[src/rtl/tile_mem_arbiter.sv]
// tile_mem_arbiter: shares the single-port tile memory between the map
// pixel renderer (r0), the ladder/prop renderer (r1) and the collision
// checker (r2). One registered access per cycle; the returned tile bit is
// routed back to the owner of that access after a fixed latency.
//
// Handshake: each rN_req is a level held until granted. rN_gnt is
// combinational and high for exactly the cycle in which the request is
// accepted; a request still high after its grant counts as a new request.
// rN_valid is a one-cycle pulse, 1+MEM_LAT cycles after the grant, with
// rN_data carrying the tile bit. rN_data keeps its last value otherwise.
module tile_mem_arbiter #(
  parameter int COORD_W    = 10,
  parameter int MEM_LAT    = 1,
  parameter int STARVE_MAX = 63
) (
  input  logic               clk,
  input  logic               rst_n,
  input  logic               video_on,
  input  logic               r0_req,
  input  logic [COORD_W-1:0] r0_x,
  input  logic [COORD_W-1:0] r0_y,
  output logic               r0_gnt,
  output logic               r0_valid,
  output logic               r0_data,
  input  logic               r1_req,
  input  logic [COORD_W-1:0] r1_x,
  input  logic [COORD_W-1:0] r1_y,
  output logic               r1_gnt,
  output logic               r1_valid,
  output logic               r1_data,
  input  logic               r2_req,
  input  logic [COORD_W-1:0] r2_x,
  input  logic [COORD_W-1:0] r2_y,
  output logic               r2_gnt,
  output logic               r2_valid,
  output logic               r2_data,
  output logic               mem_en,
  output logic [COORD_W-1:0] mem_x,
  output logic [COORD_W-1:0] mem_y,
  input  logic               mem_data,
  output logic               r2_starved
);

  localparam int CNT_W = $clog2(STARVE_MAX + 1);
  localparam logic [CNT_W-1:0] CNT_MAX = CNT_W'(STARVE_MAX);

  // Owner tag carried alongside each memory access.
  typedef enum logic [1:0] {
    TAG_NONE = 2'd0,
    TAG_R0   = 2'd1,
    TAG_R1   = 2'd2,
    TAG_R2   = 2'd3
  } tag_e;

  // Which blanking requester wins a tie between r1 and r2.
  typedef enum logic {
    RR_R1 = 1'b0,
    RR_R2 = 1'b1
  } rr_e;

  rr_e                         rr_q, rr_d;
  logic [CNT_W-1:0]            cnt_q, cnt_d;
  logic                        starved_q, starved_d;
  logic                        mem_en_q, mem_en_d;
  logic [COORD_W-1:0]          mem_x_q, mem_x_d;
  logic [COORD_W-1:0]          mem_y_q, mem_y_d;
  tag_e                        tag_q, tag_d;
  logic [MEM_LAT-1:0][1:0]     tag_pipe_q, tag_pipe_d;
  logic                        r0_hold_q, r0_hold_d;
  logic                        r1_hold_q, r1_hold_d;
  logic                        r2_hold_q, r2_hold_d;
  logic                        starve_hit;
  logic [1:0]                  ret_tag;

  assign starve_hit = (cnt_q == CNT_MAX);
  assign ret_tag    = tag_pipe_q[MEM_LAT-1];

  // Fixed-priority grant: r0, then promoted r2, then blanking round-robin.
  always_comb begin
    r0_gnt = 1'b0;
    r1_gnt = 1'b0;
    r2_gnt = 1'b0;
    if (r0_req) begin
      r0_gnt = 1'b1;
    end else if (starve_hit && r2_req) begin
      r2_gnt = 1'b1;
    end else if (!video_on) begin
      // During active video the slot stays with r0 even when it is idle.
      if (r1_req && r2_req) begin
        if (rr_q == RR_R1) r1_gnt = 1'b1;
        else               r2_gnt = 1'b1;
      end else if (r1_req) begin
        r1_gnt = 1'b1;
      end else if (r2_req) begin
        r2_gnt = 1'b1;
      end
    end
  end

  // Issue stage, round-robin pointer and r2 starvation counter.
  always_comb begin
    rr_d      = rr_q;
    cnt_d     = cnt_q;
    mem_en_d  = 1'b0;
    mem_x_d   = mem_x_q;
    mem_y_d   = mem_y_q;
    tag_d     = TAG_NONE;

    if (r0_gnt) begin
      mem_en_d = 1'b1;
      mem_x_d  = r0_x;
      mem_y_d  = r0_y;
      tag_d    = TAG_R0;
    end else if (r1_gnt) begin
      mem_en_d = 1'b1;
      mem_x_d  = r1_x;
      mem_y_d  = r1_y;
      tag_d    = TAG_R1;
    end else if (r2_gnt) begin
      mem_en_d = 1'b1;
      mem_x_d  = r2_x;
      mem_y_d  = r2_y;
      tag_d    = TAG_R2;
    end

    // Any grant to r1 or r2 (including a promotion) hands the tie to the other.
    if (r1_gnt)      rr_d = RR_R2;
    else if (r2_gnt) rr_d = RR_R1;

    if (r2_req && !r2_gnt) begin
      cnt_d = starve_hit ? cnt_q : cnt_q + CNT_W'(1);
    end else begin
      cnt_d = '0;
    end
    // Registered from the next count so the flag lines up with the counter.
    starved_d = (cnt_d == CNT_MAX);
  end

  // Tag delay line: one stage per cycle of memory latency.
  always_comb begin
    tag_pipe_d    = tag_pipe_q;
    tag_pipe_d[0] = tag_q;
    for (int k = 1; k < MEM_LAT; k++) begin
      tag_pipe_d[k] = tag_pipe_q[k-1];
    end
  end

  // Return routing: the tag leaving the delay line selects the owner.
  always_comb begin
    r0_valid  = (ret_tag == TAG_R0);
    r1_valid  = (ret_tag == TAG_R1);
    r2_valid  = (ret_tag == TAG_R2);
    r0_data   = r0_valid ? mem_data : r0_hold_q;
    r1_data   = r1_valid ? mem_data : r1_hold_q;
    r2_data   = r2_valid ? mem_data : r2_hold_q;
    r0_hold_d = r0_data;
    r1_hold_d = r1_data;
    r2_hold_d = r2_data;
  end

  // State registers; reset drops everything in flight.
  always_ff @(posedge clk or negedge rst_n) begin
    if (!rst_n) begin
      rr_q       <= RR_R1;
      cnt_q      <= '0;
      starved_q  <= 1'b0;
      mem_en_q   <= 1'b0;
      mem_x_q    <= '0;
      mem_y_q    <= '0;
      tag_q      <= TAG_NONE;
      tag_pipe_q <= '0;
      r0_hold_q  <= 1'b0;
      r1_hold_q  <= 1'b0;
      r2_hold_q  <= 1'b0;
    end else begin
      rr_q       <= rr_d;
      cnt_q      <= cnt_d;
      starved_q  <= starved_d;
      mem_en_q   <= mem_en_d;
      mem_x_q    <= mem_x_d;
      mem_y_q    <= mem_y_d;
      tag_q      <= tag_d;
      tag_pipe_q <= tag_pipe_d;
      r0_hold_q  <= r0_hold_d;
      r1_hold_q  <= r1_hold_d;
      r2_hold_q  <= r2_hold_d;
    end
  end

  assign mem_en     = mem_en_q;
  assign mem_x      = mem_x_q;
  assign mem_y      = mem_y_q;
  assign r2_starved = starved_q;

endmodule

[config.mk]
export PLATFORM = sky130hd
export DESIGN_NAME = tile_mem_arbiter
export DESIGN_NICKNAME = d
export VERILOG_FILES = /design/src/rtl/tile_mem_arbiter.sv
export SDC_FILE = /design/constraint.sdc
export NUM_CORES = 1
export LEC_CHECK = 0
export CAP_MARGIN = 20
export CORE_AREA = 3 3 93 60
export CTS_BUF_LIST = sky130_fd_sc_hd__clkbuf_16
export CTS_CLUSTER_DIAMETER = 40
export DETAILED_ROUTE_END_ITERATION = 7
export DIE_AREA = 0 0 96 63
export HOLD_SLACK_MARGIN = 0.06
export PLACE_DENSITY_LB_ADDON = 0.08
export SETUP_SLACK_MARGIN = 0.1
export SLEW_MARGIN = 40
export SYNTH_ARGS = -nofsm -noshare
export SYNTH_HDL_FRONTEND = slang
export SYNTH_SLANG_ARGS = --single-unit
[constraint.sdc]
create_clock -name clk -period 2.3 [get_ports clk]
set_clock_uncertainty 0.2 [all_clocks]
set_input_delay 0.345 -clock clk [delete_from_list [all_inputs] [get_ports clk]]
set_output_delay 0.345 -clock clk [all_outputs]
set_load 0.01 [all_outputs]
==> parameters.txt <==
Parameter                              Value

Drt
  Routed vias/inst    5.00
  Final wirelength    5030 um
  Count of unresolved DRC violations after routing    0
  Number of design-rule violations left by the first detailed-router iteration    between 50 and 60
  Wirelength per Cell    14.5 um
  Vias after detailed routing    about 1700
  Detailed-router iteration count before antenna repair    4
  Number of antenna-violating nets in the routed design    0

Setup path
  Critical path startpoint category    flop
  CP max FO    2
  Worst Path Required    1750 ps
  Worst Setup End Kind    output port
  Class of the most critical setup path    flop to output port
  Critical Path AT    1660 ps

Place
  Area after detailed placement    3010 sq um
  Final RePlAce weighted congestion    0.844
  Final HPWL DP    approximately 3800 um
  Post-placement worst setup slack    -127 ps
  Buffers added on ports    97

Synth
  Yosys reg bits    36
  Cells taking the most area after synthesis    dfrtp_1, mux2i_1, o22ai_1
  Share of the synthesized area in the top cell type    48.6%
  Cell area after technology mapping    1850 sq um
  Cell count after synthesis    ~170
  Sequential element share of the synthesized area    48.6%
  Per-instance average area after synthesis    11.1 sq um
  Net count after synthesis    235
  Post-synth top area cell    dfrtp_1
  Yosys cell types    39
  Count of yosys warnings during synthesis    0

Timing
  Unrepaired setup endpoints after global routing    yes
  Total of endpoints with negative setup slack in the final report    0
  Slew Limit Headroom    70.3%
  Number of hold-slack violations in the final timing report    0
  Worst-case setup margin in the final layout    93.7 ps
  Fmax achieved    roughly 0.45 GHz
  Transition time at the pin with the least slew margin    445 ps
  Final critical-path required period    around 2200 ps
  Max-slew violation count    0
  Setup tns final    0 ps
  Worst-case hold slack    146 ps
  Final period utilization    95.9%

GRT
  Sum of overflow across all layers after global routing    0
  GRT Total Usage    17.5%
  Antenna violations before repair    0
  Global-route wire length before repair    8270 um
  Via count of the first global-routing pass    1748
  Largest net degree at the start of global routing    37

CTS
  Clock transition time at the flip-flop clock pins of the worst setup and hold paths    50 ps
  Number of CTS-inserted buffers    5
  Maximum number of buffers from clock root to sink    2
  Clock latency reported for the late side of the worst-skew pair    between 200 and 300 ps
  Number of setup buffers added after CTS    0
  Clock sinks    36
  Clock tree root buffer cell    clkbuf_16
  CTS tree    built
  Depth of the CTS H-tree    2

Cells and area
  P&R area growth vs syn    71.5%
  Share of the core filled with cells    ~65%
  Most common cell after layout, fill and taps aside    clkdlybuf4s50_1
  Top library cells by usage in the layout, fill and taps aside    clkdlybuf4s50_1, dfrtp_1, mux2i_1, o22ai_1, buf_4
  Summed area of non-filler cells in the final layout    3180 sq um
  Fraction of final layout cells sized beyond drive strength 1    between 10% and 20%
  Final nets    349
  Final antenna diode count    0

Status
  Status    finished clean

Floorplan
  Vert. Die Dim    roughly 63 um
  Starting density of the core    37.9%
  Site Rows    20
  Top-Level Pins    around 100
  Core area    slightly below 5000 sq um
  Die X    96 um
  Die ar.    6050 sq um

Power
  Power density relative to cell area    586 nW/um^2
  Leakage power of the design    1.39 nW
  Maximum vdd drop    0.286 mV

Min path
  Worst hold path type    flop to flop

Run
  Max-cap check violation count    0
## state kept, by name, indices dropped and copies added (netlist names)
signal      count
ret_tag         2
tag_pipe_d      2
mem_en          1
r0_hold_q       1
rr_q            1
cnt_q           6
mem_y          10
mem_x          10
r2_hold_q       1
r1_hold_q       1
r2_starved      1
## cell usage after synthesis, drive strengths merged
cell type / count
dfrtp: 36
a21oi: 25
mux2i: 20
o22ai: 20
buf: 8
nand2: 5
nand3: 5
nor2: 5
inv: 4
o21ai: 4
and3: 3
clkbuf: 3
mux2: 3
a211oi: 2
a21boi: 2
and2: 2
and4: 2
nor2b: 2
xnor2: 2
a311oi: 1
a32oi: 1
and4b: 1
ha: 1
nand2b: 1
nand4: 1
nor3: 1
nor4: 1
o2111ai: 1
o211ai: 1
o21bai: 1
or2b: 1
or4: 1
xor2: 1
## path summary, 6_finish.rpt
check                              start          to  slack (ps)  cells past startpoint
max in group asynchronous          rst_n   r2_hold_q        1220                      2
hold / removal             tag_pipe_d[0]  ret_tag[0]         150                      0
setup / recovery                cnt_q[0]      r1_gnt          90                      5
hold reg to reg            tag_pipe_d[0]  ret_tag[0]         150                      0
min in group asynchronous          rst_n    cnt_q[1]         360                      2
setup reg to reg                cnt_q[0]    mem_x[2]         320                      7
## worst max-delay path, stage by stage (launching register included)
cell and delay [ps]:
dfrtp_1 380, ha_2 200, and3_1 210, a21oi_2 160, and4_1 210, clkdlybuf4s15_2 230
## routing by layer
layer	track usage, %	routed length (um)
met4	3.72	21
met5	0	0
met3	6.26	452
met2	26.9	2250
met1	23.5	2300
## timing repair
action,in CTS,in global routing
hold buffers,1,0
endpoints found under the hold margin,36,0
pin swaps,0,1
gates resized for setup,9,4
setup endpoints to repair,4,4
## cell type report
class	count	area, sq um
fill	392	1700
timing repair buffer	118	1170
sequential	36	901
multi-input combinational	116	875
clock buffer	5	125
tap	66	82.6
inverter	4	15.0
clock inverter	3	11.3
## power breakdown
part | internal [mW] | switching [mW] | leakage [nW]
registers | 0.701 | 0.0347 | 0.430
clock network | 0.389 | 0.228 | 0.0738
logic | 0.307 | 0.201 | 0.883
## stage by stage
stage               power [mW]  instances
global placement          1.26        339
floorplan                0.950        167
finish                    1.86        348
global route              1.96        348
CTS                       1.89        348
detailed placement        1.26        339
## cell families after synthesis
kind of cell	share of synthesized area, %
AOI/OAI and AO/OA	22.0
DFF	48.6
and+or+nand+nor	9.60
muxes	12.6
buffers and inverters	5.00
xor gates and xnor gates	1.42
adders and majority gates	0.676
Power figures use the tool's default switching activity.
